[src/rtl/exe_stage_mc_if.sv]
// exe_stage_mc_if
// Bundles the ID/EX-side issue signals, the MEM/WB forwarding sources and the
// EX/MEM result signals of the execute stage into one interface.
//   master : driven by the pipeline control (ID/EX register, hazard logic)
//   slave  : the execute stage itself
// Signals:
//   in_valid, flush, exe_cmd           instruction presentation and kill
//   val1_sel, val2_sel, st_val_sel     forwarding selects (0/3 reg, 1 MEM, 2 WB)
//   valuein1, valuein2, st_value_in    register-file operands and store data
//   alu_res_mem, result_wb             forwarded values from MEM and WB
//   stall                              hold ID/EX while a multi-cycle op runs
//   out_valid, alu_result, st_value_out registered results towards MEM
interface exe_stage_mc_if #(
    parameter int WIDTH = 32,
    parameter int CMD_W = 4,
    parameter int FWD_W = 2
);
    logic             in_valid;
    logic             flush;
    logic [CMD_W-1:0] exe_cmd;
    logic [FWD_W-1:0] val1_sel;
    logic [FWD_W-1:0] val2_sel;
    logic [FWD_W-1:0] st_val_sel;
    logic [WIDTH-1:0] valuein1;
    logic [WIDTH-1:0] valuein2;
    logic [WIDTH-1:0] st_value_in;
    logic [WIDTH-1:0] alu_res_mem;
    logic [WIDTH-1:0] result_wb;
    logic             stall;
    logic             out_valid;
    logic [WIDTH-1:0] alu_result;
    logic [WIDTH-1:0] st_value_out;

    modport master (
        output in_valid, flush, exe_cmd, val1_sel, val2_sel, st_val_sel,
        output valuein1, valuein2, st_value_in, alu_res_mem, result_wb,
        input  stall, out_valid, alu_result, st_value_out
    );

    modport slave (
        input  in_valid, flush, exe_cmd, val1_sel, val2_sel, st_val_sel,
        input  valuein1, valuein2, st_value_in, alu_res_mem, result_wb,
        output stall, out_valid, alu_result, st_value_out
    );
endinterface

[src/rtl/exe_stage_mc.sv]
// exe_stage_mc
// Execute stage: three forwarding muxes, a single-cycle ALU and an iterative
// multiply/divide unit (one shift-add or restoring subtract-shift step per
// cycle, WIDTH steps). Results are registered here and feed the MEM stage.
// Ports:
//   clk  rising-edge clock
//   rst  asynchronous, active-low reset
//   bus  exe_stage_mc_if.slave (issue, forwarding, stall and result signals)
// Optional feature macro: SIGNED_MULDIV_EN adds signed MUL/DIV/REM on
// commands 12/13/14; without it those commands are unsupported (result 0).
module exe_stage_mc #(
    parameter int WIDTH = 32,
    parameter int CMD_W = 4,
    parameter int FWD_W = 2
) (
    input  logic          clk,
    input  logic          rst,
    exe_stage_mc_if.slave bus
);
    localparam int SH_W = $clog2(WIDTH);

    localparam logic [CMD_W-1:0] CMD_ADD  = CMD_W'(0);
    localparam logic [CMD_W-1:0] CMD_SUB  = CMD_W'(1);
    localparam logic [CMD_W-1:0] CMD_AND  = CMD_W'(2);
    localparam logic [CMD_W-1:0] CMD_OR   = CMD_W'(3);
    localparam logic [CMD_W-1:0] CMD_NOR  = CMD_W'(4);
    localparam logic [CMD_W-1:0] CMD_XOR  = CMD_W'(5);
    localparam logic [CMD_W-1:0] CMD_SLL  = CMD_W'(6);
    localparam logic [CMD_W-1:0] CMD_SRA  = CMD_W'(7);
    localparam logic [CMD_W-1:0] CMD_SRL  = CMD_W'(8);
    localparam logic [CMD_W-1:0] CMD_MULU = CMD_W'(9);
    localparam logic [CMD_W-1:0] CMD_DIVU = CMD_W'(10);
    localparam logic [CMD_W-1:0] CMD_REMU = CMD_W'(11);
`ifdef SIGNED_MULDIV_EN
    localparam logic [CMD_W-1:0] CMD_MUL  = CMD_W'(12);
    localparam logic [CMD_W-1:0] CMD_DIV  = CMD_W'(13);
    localparam logic [CMD_W-1:0] CMD_REM  = CMD_W'(14);
`endif

    typedef enum logic {IDLE, BUSY} state_t;

    state_t           state;
    state_t           state_next;
    logic [SH_W-1:0]  count;
    logic [WIDTH-1:0] op1, op2, st_fwd, alu_comb;
    logic [WIDTH-1:0] mag1, mag2;
    logic             neg_in, accept, multi;
    // acc: product or partial remainder; opa: multiplicand or dividend/quotient;
    // opb: multiplier or divisor
    logic [WIDTH-1:0] acc, opa, opb, st_q;
    logic             mul_q, rem_q, neg_q;
    logic [WIDTH-1:0] acc_step, opa_step, opb_step, raw_res, final_res;
    logic [WIDTH:0]   rem_shift;

    function automatic logic [WIDTH-1:0] fwd_mux(input logic [FWD_W-1:0] sel,
                                                 input logic [WIDTH-1:0] reg_val,
                                                 input logic [WIDTH-1:0] mem_val,
                                                 input logic [WIDTH-1:0] wb_val);
        if (sel == FWD_W'(1))      return mem_val;
        else if (sel == FWD_W'(2)) return wb_val;
        else                       return reg_val;
    endfunction

    function automatic logic is_multi(input logic [CMD_W-1:0] c);
`ifdef SIGNED_MULDIV_EN
        return (c == CMD_MULU) || (c == CMD_DIVU) || (c == CMD_REMU) ||
               (c == CMD_MUL)  || (c == CMD_DIV)  || (c == CMD_REM);
`else
        return (c == CMD_MULU) || (c == CMD_DIVU) || (c == CMD_REMU);
`endif
    endfunction

    assign op1    = fwd_mux(bus.val1_sel,   bus.valuein1,    bus.alu_res_mem, bus.result_wb);
    assign op2    = fwd_mux(bus.val2_sel,   bus.valuein2,    bus.alu_res_mem, bus.result_wb);
    assign st_fwd = fwd_mux(bus.st_val_sel, bus.st_value_in, bus.alu_res_mem, bus.result_wb);
    assign multi  = is_multi(bus.exe_cmd);
    assign accept = (state == IDLE) && bus.in_valid && !bus.flush;

    // Single-cycle ALU; unsupported and multi-cycle codes fall to zero
    always_comb begin
        alu_comb = '0;
        case (bus.exe_cmd)
            CMD_ADD: alu_comb = op1 + op2;
            CMD_SUB: alu_comb = op1 - op2;
            CMD_AND: alu_comb = op1 & op2;
            CMD_OR:  alu_comb = op1 | op2;
            CMD_NOR: alu_comb = ~(op1 | op2);
            CMD_XOR: alu_comb = op1 ^ op2;
            CMD_SLL: alu_comb = op1 << op2[SH_W-1:0];
            CMD_SRA: alu_comb = $signed(op1) >>> op2[SH_W-1:0];
            CMD_SRL: alu_comb = op1 >> op2[SH_W-1:0];
            default: alu_comb = '0;
        endcase
    end

    // Signed ops iterate on magnitudes; neg_in records whether the final
    // result must be negated. A zero divisor leaves the all-ones quotient
    // un-negated, and the remainder takes the dividend's sign so divide by
    // zero returns the dividend.
    always_comb begin
        mag1   = op1;
        mag2   = op2;
        neg_in = 1'b0;
`ifdef SIGNED_MULDIV_EN
        if ((bus.exe_cmd == CMD_MUL) || (bus.exe_cmd == CMD_DIV) || (bus.exe_cmd == CMD_REM)) begin
            if (op1[WIDTH-1]) mag1 = -op1;
            if (op2[WIDTH-1]) mag2 = -op2;
            if (bus.exe_cmd == CMD_MUL)
                neg_in = op1[WIDTH-1] ^ op2[WIDTH-1];
            else if (bus.exe_cmd == CMD_DIV)
                neg_in = (op1[WIDTH-1] ^ op2[WIDTH-1]) && (op2 != '0);
            else
                neg_in = op1[WIDTH-1];
        end
`endif
    end

    // One iteration step of the multiply or restoring divide
    always_comb begin
        rem_shift = {acc, opa[WIDTH-1]};
        acc_step  = acc;
        opa_step  = opa;
        opb_step  = opb;
        if (mul_q) begin
            acc_step = opb[0] ? (acc + opa) : acc;
            opa_step = opa << 1;
            opb_step = opb >> 1;
        end else if (rem_shift >= {1'b0, opb}) begin
            acc_step = rem_shift[WIDTH-1:0] - opb;
            opa_step = {opa[WIDTH-2:0], 1'b1};
        end else begin
            acc_step = rem_shift[WIDTH-1:0];
            opa_step = {opa[WIDTH-2:0], 1'b0};
        end
        raw_res   = (mul_q || rem_q) ? acc_step : opa_step;
        final_res = neg_q ? -raw_res : raw_res;
    end

    // FSM state register
    always_ff @(posedge clk or negedge rst) begin
        if (!rst) state <= IDLE;
        else      state <= state_next;
    end

    // FSM next-state logic; flush always returns to IDLE
    always_comb begin
        state_next = state;
        if (bus.flush) begin
            state_next = IDLE;
        end else begin
            case (state)
                IDLE:    if (bus.in_valid && multi) state_next = BUSY;
                BUSY:    if (count == '0)           state_next = IDLE;
                default: state_next = IDLE;
            endcase
        end
    end

    // FSM outputs
    always_comb begin
        bus.stall = (state == BUSY);
    end

    // Datapath and result registers
    always_ff @(posedge clk or negedge rst) begin
        if (!rst) begin
            count            <= '0;
            acc              <= '0;
            opa              <= '0;
            opb              <= '0;
            st_q             <= '0;
            mul_q            <= 1'b0;
            rem_q            <= 1'b0;
            neg_q            <= 1'b0;
            bus.out_valid    <= 1'b0;
            bus.alu_result   <= '0;
            bus.st_value_out <= '0;
        end else begin
            bus.out_valid <= 1'b0;
            if (bus.flush) begin
                count <= '0;
            end else if (state == IDLE) begin
                if (accept && multi) begin
                    acc   <= '0;
                    opa   <= mag1;
                    opb   <= mag2;
                    st_q  <= st_fwd;
                    count <= SH_W'(WIDTH - 1);
`ifdef SIGNED_MULDIV_EN
                    mul_q <= (bus.exe_cmd == CMD_MULU) || (bus.exe_cmd == CMD_MUL);
                    rem_q <= (bus.exe_cmd == CMD_REMU) || (bus.exe_cmd == CMD_REM);
`else
                    mul_q <= (bus.exe_cmd == CMD_MULU);
                    rem_q <= (bus.exe_cmd == CMD_REMU);
`endif
                    neg_q <= neg_in;
                end else if (accept) begin
                    bus.alu_result   <= alu_comb;
                    bus.st_value_out <= st_fwd;
                    bus.out_valid    <= 1'b1;
                end
            end else begin
                acc   <= acc_step;
                opa   <= opa_step;
                opb   <= opb_step;
                count <= count - SH_W'(1);
                if (count == '0) begin
                    bus.alu_result   <= final_res;
                    bus.st_value_out <= st_q;
                    bus.out_valid    <= 1'b1;
                end
            end
        end
    end
endmodule
[src/flat_wrapper.sv]
// flat-port wrapper written by rule: the top's interface ports become plain ports
module exe_stage_mc_flat 
#(
    parameter int WIDTH = 32,
    parameter int CMD_W = 4,
    parameter int FWD_W = 2
)
  (clk, rst, bus_in_valid, bus_flush, bus_exe_cmd, bus_val1_sel, bus_val2_sel, bus_st_val_sel, bus_valuein1, bus_valuein2, bus_st_value_in, bus_alu_res_mem, bus_result_wb, bus_stall, bus_out_valid, bus_alu_result, bus_st_value_out);
  exe_stage_mc_if #(.WIDTH(WIDTH), .CMD_W(CMD_W), .FWD_W(FWD_W)) bus_i ();
  input  logic clk;
  input  logic rst;
  input wire logic [$bits(bus_i.in_valid)-1:0] bus_in_valid;
  input wire logic [$bits(bus_i.flush)-1:0] bus_flush;
  input wire logic [$bits(bus_i.exe_cmd)-1:0] bus_exe_cmd;
  input wire logic [$bits(bus_i.val1_sel)-1:0] bus_val1_sel;
  input wire logic [$bits(bus_i.val2_sel)-1:0] bus_val2_sel;
  input wire logic [$bits(bus_i.st_val_sel)-1:0] bus_st_val_sel;
  input wire logic [$bits(bus_i.valuein1)-1:0] bus_valuein1;
  input wire logic [$bits(bus_i.valuein2)-1:0] bus_valuein2;
  input wire logic [$bits(bus_i.st_value_in)-1:0] bus_st_value_in;
  input wire logic [$bits(bus_i.alu_res_mem)-1:0] bus_alu_res_mem;
  input wire logic [$bits(bus_i.result_wb)-1:0] bus_result_wb;
  output wire logic [$bits(bus_i.stall)-1:0] bus_stall;
  output wire logic [$bits(bus_i.out_valid)-1:0] bus_out_valid;
  output wire logic [$bits(bus_i.alu_result)-1:0] bus_alu_result;
  output wire logic [$bits(bus_i.st_value_out)-1:0] bus_st_value_out;
  assign bus_i.in_valid = bus_in_valid;
  assign bus_i.flush = bus_flush;
  assign bus_i.exe_cmd = bus_exe_cmd;
  assign bus_i.val1_sel = bus_val1_sel;
  assign bus_i.val2_sel = bus_val2_sel;
  assign bus_i.st_val_sel = bus_st_val_sel;
  assign bus_i.valuein1 = bus_valuein1;
  assign bus_i.valuein2 = bus_valuein2;
  assign bus_i.st_value_in = bus_st_value_in;
  assign bus_i.alu_res_mem = bus_alu_res_mem;
  assign bus_i.result_wb = bus_result_wb;
  assign bus_stall = bus_i.stall;
  assign bus_out_valid = bus_i.out_valid;
  assign bus_alu_result = bus_i.alu_result;
  assign bus_st_value_out = bus_i.st_value_out;
  exe_stage_mc #(.WIDTH(WIDTH), .CMD_W(CMD_W), .FWD_W(FWD_W)) u_core (.clk(clk), .rst(rst), .bus(bus_i));
endmodule
[config.mk]
export PLATFORM = sky130hd
export DESIGN_NAME = exe_stage_mc_flat
export DESIGN_NICKNAME = d
export VERILOG_FILES = /design/src/rtl/exe_stage_mc_if.sv /design/src/rtl/exe_stage_mc.sv /design/src/flat_wrapper.sv
export SDC_FILE = /design/constraint.sdc
export NUM_CORES = 1
export LEC_CHECK = 0
export CAP_MARGIN = 20
export CORE_MARGIN = 4
export CORE_UTILIZATION = 35
export DETAILED_ROUTE_END_ITERATION = 10
export PLACE_DENSITY = 0.5
export SLEW_MARGIN = 5
export SYNTH_ARGS = -nofsm -noshare
export SYNTH_HDL_FRONTEND = slang
export SYNTH_SLANG_ARGS = --single-unit
[constraint.sdc]
create_clock -name clk -period 4.7 [get_ports clk]
set_input_delay 0.705 -clock clk [delete_from_list [all_inputs] [get_ports clk]]
set_output_delay 0.705 -clock clk [all_outputs]
set_load 0.01 [all_outputs]
==> impl_metrics.env, run 1 <==
export IMPL_grt_pass1_vias=26240
export IMPL_rsz0062_at_grt="false"
export IMPL_switching_share_pct=45.6
export IMPL_syn_avg_cell_area_sq_um=7.78
export IMPL_power_switching_mw=5.46
export IMPL_ys_ff_latch=201
export IMPL_hold_class="input port to asynchronous set/reset pin"
export IMPL_drcViolationCount=0
export IMPL_pwr_share_seq_pct=22.6
export IMPL_vias_per_cell=6.04
export IMPL_synth_edf_count=0
export IMPL_max_slew_margin_pct=32.9
export IMPL_status="completed"
export IMPL_syn_inst=3042
export IMPL_worst_pin_slew_ns=1.01
export IMPL_cts_buffers=28
export IMPL_whs_ns=0.168
export IMPL_worstSkewPairLatency_ns=0.60
export IMPL_firstDrtPassIters=7
export IMPL_antenna_left=0
export IMPL_hold_viol_final=0
export IMPL_clockRootBuffer="clkbuf_16"
export IMPL_grt_overflow=0
export IMPL_synthXorXnorAreaFrac_pct=3.92
export IMPL_grt_pass1_wl_microns=184000
export IMPL_synth_top_cells_by_area="dfrtp_1 21%, mux2i_1 12%, ha_1 8.6%, a21oi_1 5.6%, nand2_1 5.2%"
export IMPL_ios=240
export IMPL_async_flop_share_pct=100
export IMPL_synthMuxAreaShare_pct=16.3
export IMPL_clockPowerShare_pct=20.6
export IMPL_crit_top_cell="buf_4"
export IMPL_synth_seq_area_share_pct=21.2
export IMPL_hpwl_microns=103000
export IMPL_clock_sinks=201
export IMPL_yosys_area_top_type="dfrtp_1"
export IMPL_die_width_microns=268
export IMPL_start_util_pct=35.3
export IMPL_synthDistinctLibCells=98
export IMPL_synth_top_cell_area_share_pct=21.2
export IMPL_syn_area_sq_mm=0.0237
export IMPL_synthTopCellsByCount="331 x nand2_1, 293 x mux2i_1, 266 x nor2_1, 265 x a21oi_1, 201 x dfrtp_1"
export IMPL_synthToLayoutAreaGrowth_pct=30.0
export IMPL_place_congestion=1.00
export IMPL_htreeDepth=1
export IMPL_leakage_nw=14.2
export IMPL_maxCapViolations=0
export IMPL_crit_type="register to register"
export IMPL_grtUsageTotal_pct=34.5
export IMPL_synth_compound_area_share_pct=27.6
export IMPL_die_height_microns=268
export IMPL_setup_viol=0
export IMPL_first_iter_violations=2774
export IMPL_p_comb_share_pct=56.8
export IMPL_path_clk_slew_ns=0.06
export IMPL_vias=26667
export IMPL_worst_path_max_delay_cell="ha_1"
export IMPL_cts_tree="built"
export IMPL_clock_skew_final_ns=0.0432
export IMPL_power_density_mw_per_mm2=389
export IMPL_synthAdderAreaFrac_pct=8.81
export IMPL_total_power_mw=12.0
export IMPL_fin_crit_sh_pct=95.9
export IMPL_dp_cells=4351
export IMPL_synth_ff_type="dfrtp_1"
export IMPL_synth_top_family_by_area="compound AO/OA/AOI/OAI gates"
export IMPL_p_int_mw=6.51
export IMPL_grt_max_degree=125
export IMPL_reg2reg_depth=16
export IMPL_yosys_warnings=0
export IMPL_fin_cells=4412
export IMPL_startpoint_type="register"
export IMPL_crit_fanout=8
export IMPL_worstPathArrival_ns=4.97
export IMPL_crit_path_max_incr_delay_ns=0.46
export IMPL_cp_data_required_time_ns=5.16
export IMPL_layout_drive_gt1_share_pct=17.6
export IMPL_clk_path_buf_depth=3
export IMPL_setup_tns_final_ns=0
export IMPL_wire_per_inst_microns=29.1
export IMPL_yosysMostFrequentCell="nand2_1"
export IMPL_syn_nets=3381
export IMPL_min_period_ns=4.51
export IMPL_path_cells="inv_1 -> ha_1 -> nand4_1 -> buf_4 -> nor4_4 -> nand4_1 -> buf_4 -> o21ai_1 -> a311oi_2 -> o21ai_4 -> buf_4 -> mux2i_1 -> mux2i_1 -> a222oi_1 -> buf_4 -> o21ai_0"
export IMPL_antenna_found_initial=8
export IMPL_vdd_drop_max_uv=258
export IMPL_slew_viol_final=0
export IMPL_drt_wl_total_microns=129000
export IMPL_port_buffers=239
export IMPL_clock_fmax_ghz=0.222
export IMPL_core_sq_mm=0.0672
export IMPL_die_area_sq_mm=0.0719
export IMPL_rows=95
export IMPL_nets=3853
export IMPL_synth_simple_gate_area_share_pct=15.8
export IMPL_end_kind="register"
## worst paths after layout
kind	end	slack, ns	from
min reg2reg	u_core.st_q[10]	0.48	u_core.st_q[10]
min in group clk	u_core.st_q[10]	0.48	u_core.st_q[10]
max	u_core.bus.alu_result[6]	0.19	u_core.opb[27]
max in group asynchronous	u_core.opb[0]	3.55	rst
min	u_core.bus.st_value_out[26]	0.17	rst
max reg2reg	u_core.bus.alu_result[6]	0.19	u_core.opb[27]
## layer usage
metal	part of all wire, %	routed length (microns)	vias up	global-route usage [%]
met4	4.5	5720	8	13.3
li1	-	-	12178	-
met1	43	54900	13060	46.0
met2	45	57400	1199	55.7
met5	0.040	52	-	0
met3	8.2	10500	222	6.21
## registers in the layout, indices dropped and copies added (netlist names)
| signal | count |
|---|---|
| u_core.acc | 32 |
| u_core.bus.alu_result | 32 |
| u_core.bus.st_value_out | 32 |
| u_core.opa | 32 |
| u_core.opb | 32 |
| u_core.st_q | 32 |
| u_core.count | 5 |
| u_core.bus.out_valid | 1 |
| u_core.bus.stall | 1 |
| u_core.mul_q | 1 |
| u_core.rem_q | 1 |
## worst max-delay path: cells and delay by family, from the launching register on
family / cells / cell delay (ns)
AOI/OAI and AO/OA: 5 / 1.37
adders and majority gates: 1 / 0.46
buffers and inverters: 5 / 1.04
DFF: 1 / 0.35
muxes: 2 / 0.45
and+or+nand+nor: 3 / 0.67
## cells in the final DEF, fill, tap and decap left out, types with 15 or more instances in the layout
cell type | netlist | routed
nor2_1 | 266 | 262
xnor2_1 | 74 | 74
o21ai_1 | 33 | 36
a21oi_1 | 265 | 263
o21a_1 | 17 | 17
xor2_1 | 30 | 30
dfrtp_1 | 201 | 198
a22o_1 | 19 | 19
ha_1 | 162 | 161
o211ai_1 | 55 | 55
clkbuf_16 | 0 | 29
a221oi_1 | 24 | 24
a211oi_1 | 77 | 73
nand2_1 | 331 | 329
dlymetal6s2s_1 | 0 | 23
nand3_1 | 36 | 36
nand4_1 | 18 | 18
nor2b_1 | 15 | 15
o21ai_0 | 193 | 187
buf_4 | 17 | 398
nor3_1 | 71 | 66
clkdlybuf4s50_1 | 0 | 212
mux2i_1 | 293 | 291
mux2_2 | 67 | 60
inv_2 | 15 | 16
o22ai_1 | 42 | 42
o31ai_1 | 39 | 36
inv_1 | 117 | 116
a21o_1 | 49 | 47
a31oi_1 | 40 | 40
nand2b_1 | 26 | 25
## logic make-up after synthesis
group,after synthesis
AOI/OAI and AO/OA,1012
xor gates and xnor gates,105
adders and majority gates,165
buffers and inverters,345
DFF,201
muxes,373
and+or+nand+nor,841
## cell type report
cell class / instances / area (sq um)
Antenna cell: 3 / 7.51
Clock buffer: 39 / 813
Clock inverter: 13 / 229
Fill cell: 6731 / 36400
Inverter: 136 / 513
Multi-Input combinational cell: 2496 / 17400
Sequential cell: 201 / 5040
Tap cell: 873 / 1090
Timing Repair Buffer: 651 / 5690
## power groups by stage
stage	Combinational, mW	Clock, mW	Sequential (mW)
after floorplan	3.87	0	2.53
after global placement	6.55	0	2.71
after detailed placement	6.60	0	2.72
after CTS	6.65	2.49	2.69
after global routing	7.33	2.56	2.75
final	6.80	2.46	2.71
## stage by stage
stage | instance area (sq um) | utilization, % | setup WS (ns)
2_1_floorplan | 23700 | - | -0.173
3_3_place_gp | 29400 | 43.8 | -0.641
3_5_place_dp | 29400 | 43.8 | -0.677
4_1_cts | 30500 | 45.4 | -0.00269
5_1_grt | 30800 | 45.8 | 0.0263
6_report | 30800 | 45.8 | 0.192
## repair_timing
| item | 4_1_cts | 5_1_grt |
|---|---|---|
| endpoints found under the setup margin | 4 | 20 |
| pin swaps | 4 | 22 |
| hold buffers | 0 | 0 |
| buffers inserted | 0 | 6 |
| gates resized for setup | 6 | 65 |
Power figures use the tool's default switching activity.
==> run 2, diff against run 1 <==
--- a/config.mk
+++ b/config.mk
@@ -7,10 +7,10 @@
 export LEC_CHECK = 0
 export CAP_MARGIN = 20
 export CORE_MARGIN = 4
-export CORE_UTILIZATION = 35
+export CORE_UTILIZATION = 53
 export DETAILED_ROUTE_END_ITERATION = 10
-export PLACE_DENSITY = 0.5
-export SLEW_MARGIN = 5
+export PLACE_DENSITY = 0.71
+export SLEW_MARGIN = 20
 export SYNTH_ARGS = -nofsm -noshare
 export SYNTH_HDL_FRONTEND = slang
 export SYNTH_SLANG_ARGS = --single-unit
==> impl_metrics.env, run 2 (same netlist as run 1, synthesis figures left out) <==
export IMPL_grt_max_degree=96
export IMPL_gr_usage_met2_pct=69.7
export IMPL_ios=240
export IMPL_layout_drive_gt1_share_pct=15.7
export IMPL_fin_crit_sh_pct=98.3
export IMPL_grt_busiest_layer="met2"
export IMPL_grt_pass1_wl_microns=169000
export IMPL_grtUsageTotal_pct=46.4
export IMPL_startpoint_type="input port"
export IMPL_clockPowerShare_pct=19.9
export IMPL_cp_data_required_time_ns=5.12
export IMPL_power_switching_mw=5.36
export IMPL_grt_pass1_vias=27164
export IMPL_fin_cells=4063
export IMPL_core_sq_mm=0.0442
export IMPL_clock_skew_final_ns=0.0163
export IMPL_grt_overflow=0
export IMPL_synthToLayoutAreaGrowth_pct=25.6
export IMPL_min_period_ns=4.62
export IMPL_slew_viol_final=0
export IMPL_design_area_sq_mm=0.0297
export IMPL_rows=77
export IMPL_wire_per_inst_microns=28.8
export IMPL_vdd_drop_max_uv=394
export IMPL_switching_share_pct=46.1
export IMPL_final_common_cell="nand2_1"
export IMPL_worstPathArrival_ns=5.04
export IMPL_die_area_sq_mm=0.0481
export IMPL_setup_viol=0
export IMPL_start_util_pct=53.5
export IMPL_antenna_left=0
export IMPL_htreeDepth=1
export IMPL_whs_ns=0.0940
export IMPL_nets=3776
export IMPL_r2r_end="u_core.acc[30]"
export IMPL_hpwl_microns=90300
export IMPL_port_buffers=239
export IMPL_firstDrtPassIters=8
export IMPL_clk_path_buf_depth=3
export IMPL_p_int_mw=6.25
export IMPL_max_slew_margin_pct=29.4
export IMPL_path_clk_slew_ns=0.07
export IMPL_crit_type="input port to register"
export IMPL_met3_usage_pct=13.8
export IMPL_finalWorstSetupSlack_ns=0.0777
export IMPL_antenna_found_initial=19
export IMPL_clockRootBuffer="clkbuf_16"
export IMPL_use_met1_pct=58.0
export IMPL_vias=28123
export IMPL_cts_buffers=26
export IMPL_first_iter_violations=4593
export IMPL_p_comb_share_pct=56.9
export IMPL_status="completed"
export IMPL_end_kind="register"
export IMPL_dpl_worst_slack_ns=-0.625
export IMPL_cts_tree="built"
export IMPL_worst_pin_slew_ns=1.06
export IMPL_placed_area_sq_mm=0.0285
export IMPL_clock_sinks=201
export IMPL_maxCapViolations=0
export IMPL_clock_fmax_ghz=0.216
export IMPL_reg2reg_depth=12
export IMPL_n_fill_cell=3698
export IMPL_place_congestion=1.14
export IMPL_drt_wl_total_microns=117000
export IMPL_hold_class="input port to asynchronous set/reset pin"
export IMPL_crit_fanout=4
export IMPL_pwr_share_seq_pct=23.1
export IMPL_drcViolationCount=0
export IMPL_dp_cells=3996
export IMPL_power_density_mw_per_mm2=390
export IMPL_vias_per_cell=6.92
export IMPL_hold_viol_final=0
export IMPL_layout_common_cells="328 x nand2_1, 327 x buf_4, 291 x mux2i_1"
export IMPL_die_width_microns=219
export IMPL_reg2reg_from="u_core.acc[0]"
export IMPL_leakage_nw=13.7
export IMPL_worstSkewPairLatency_ns=0.58
export IMPL_ff2ff_setup_slack_ns=0.20
export IMPL_die_height_microns=219
## run 2: per-layer routing
metal / part of all wire [%] / routed length (microns) / vias up
li1: - / - / 12036
met2: 42 / 49100 / 2270
met1: 36 / 42200 / 13290
met3: 14 / 16500 / 519
met5: 0.078 / 91 / -
met4: 7.8 / 9110 / 8
## run 2: how the worst max path moves through the flow
stage / slack (ns) / cells after the start / start / to
2_1_floorplan: -0.17 / 24 / bus_val2_sel[1] / u_core.bus.alu_result[29]
3_3_place_gp: -0.62 / 20 / bus_alu_res_mem[9] / u_core.bus.alu_result[24]
3_5_place_dp: -0.63 / 19 / bus_val2_sel[1] / u_core.bus.alu_result[29]
4_1_cts: 0.008 / 20 / bus_alu_res_mem[9] / u_core.bus.alu_result[24]
5_1_grt: -0.06 / 20 / bus_result_wb[9] / u_core.bus.alu_result[24]
6_report: 0.08 / 20 / bus_result_wb[9] / u_core.bus.alu_result[29]
## run 2: metrics by stage
stage / power (mW) / TNS (ns) / util [%]
after floorplan: 6.40 / -0.173 / -
after global placement: 8.75 / -6.38 / 64.5
after detailed placement: 8.94 / -7.36 / 64.5
after CTS: 11.3 / 0 / 66.7
after global routing: 12.1 / -0.102 / 67.2
final: 11.6 / 0 / 67.2
## run 2: power by group through the flow
stage	sequential, mW	combinational [mW]	clock, mW
floorplan	2.53	3.87	0
global placement	2.64	6.11	0
detailed placement	2.67	6.26	0
CTS	2.65	6.32	2.32
global route	2.71	7.00	2.38
finish	2.68	6.61	2.31
## run 2: critical path: stages
cell and delay (ns):
clkdlybuf4s50_1 0.46, mux2i_1 0.20, mux2_4 0.21, inv_2 0.06
nor4_4 0.19, nand4_2 0.20, nand3b_1 0.31, nand2_1 0.14
xnor2_1 0.07, ha_1 0.31, nand2_2 0.09, nor3_4 0.19
nand3_1 0.10, o311a_1 0.34, a21o_1 0.23, and4b_2 0.27
or3b_4 0.38, a311oi_2 0.30, or3_1 0.17, o221ai_1 0.11
## run 2: timing repair
item / in CTS / in global routing
setup buffers: 0 / 5
cloned: 0 / 0
resized for setup: 4 / 48
setup endpoints to repair: 2 / 12
pin swaps: 2 / 22
hold buffers: 0 / 0
## run 2: area by class of cell
| cell class | instances | area, sq um | share of cell area, % |
|---|---|---|---|
| inverter | 136 | 513 | 1.73 |
| clock inverter | 19 | 293 | 0.985 |
| clock buffer | 29 | 672 | 2.26 |
| sequential | 201 | 5030 | 16.9 |
| antenna | 14 | 35.0 | 0.118 |
| timing repair buffer | 576 | 5080 | 17.1 |
| tap | 592 | 741 | 2.49 |
| multi-input combinational | 2496 | 17400 | 58.4 |
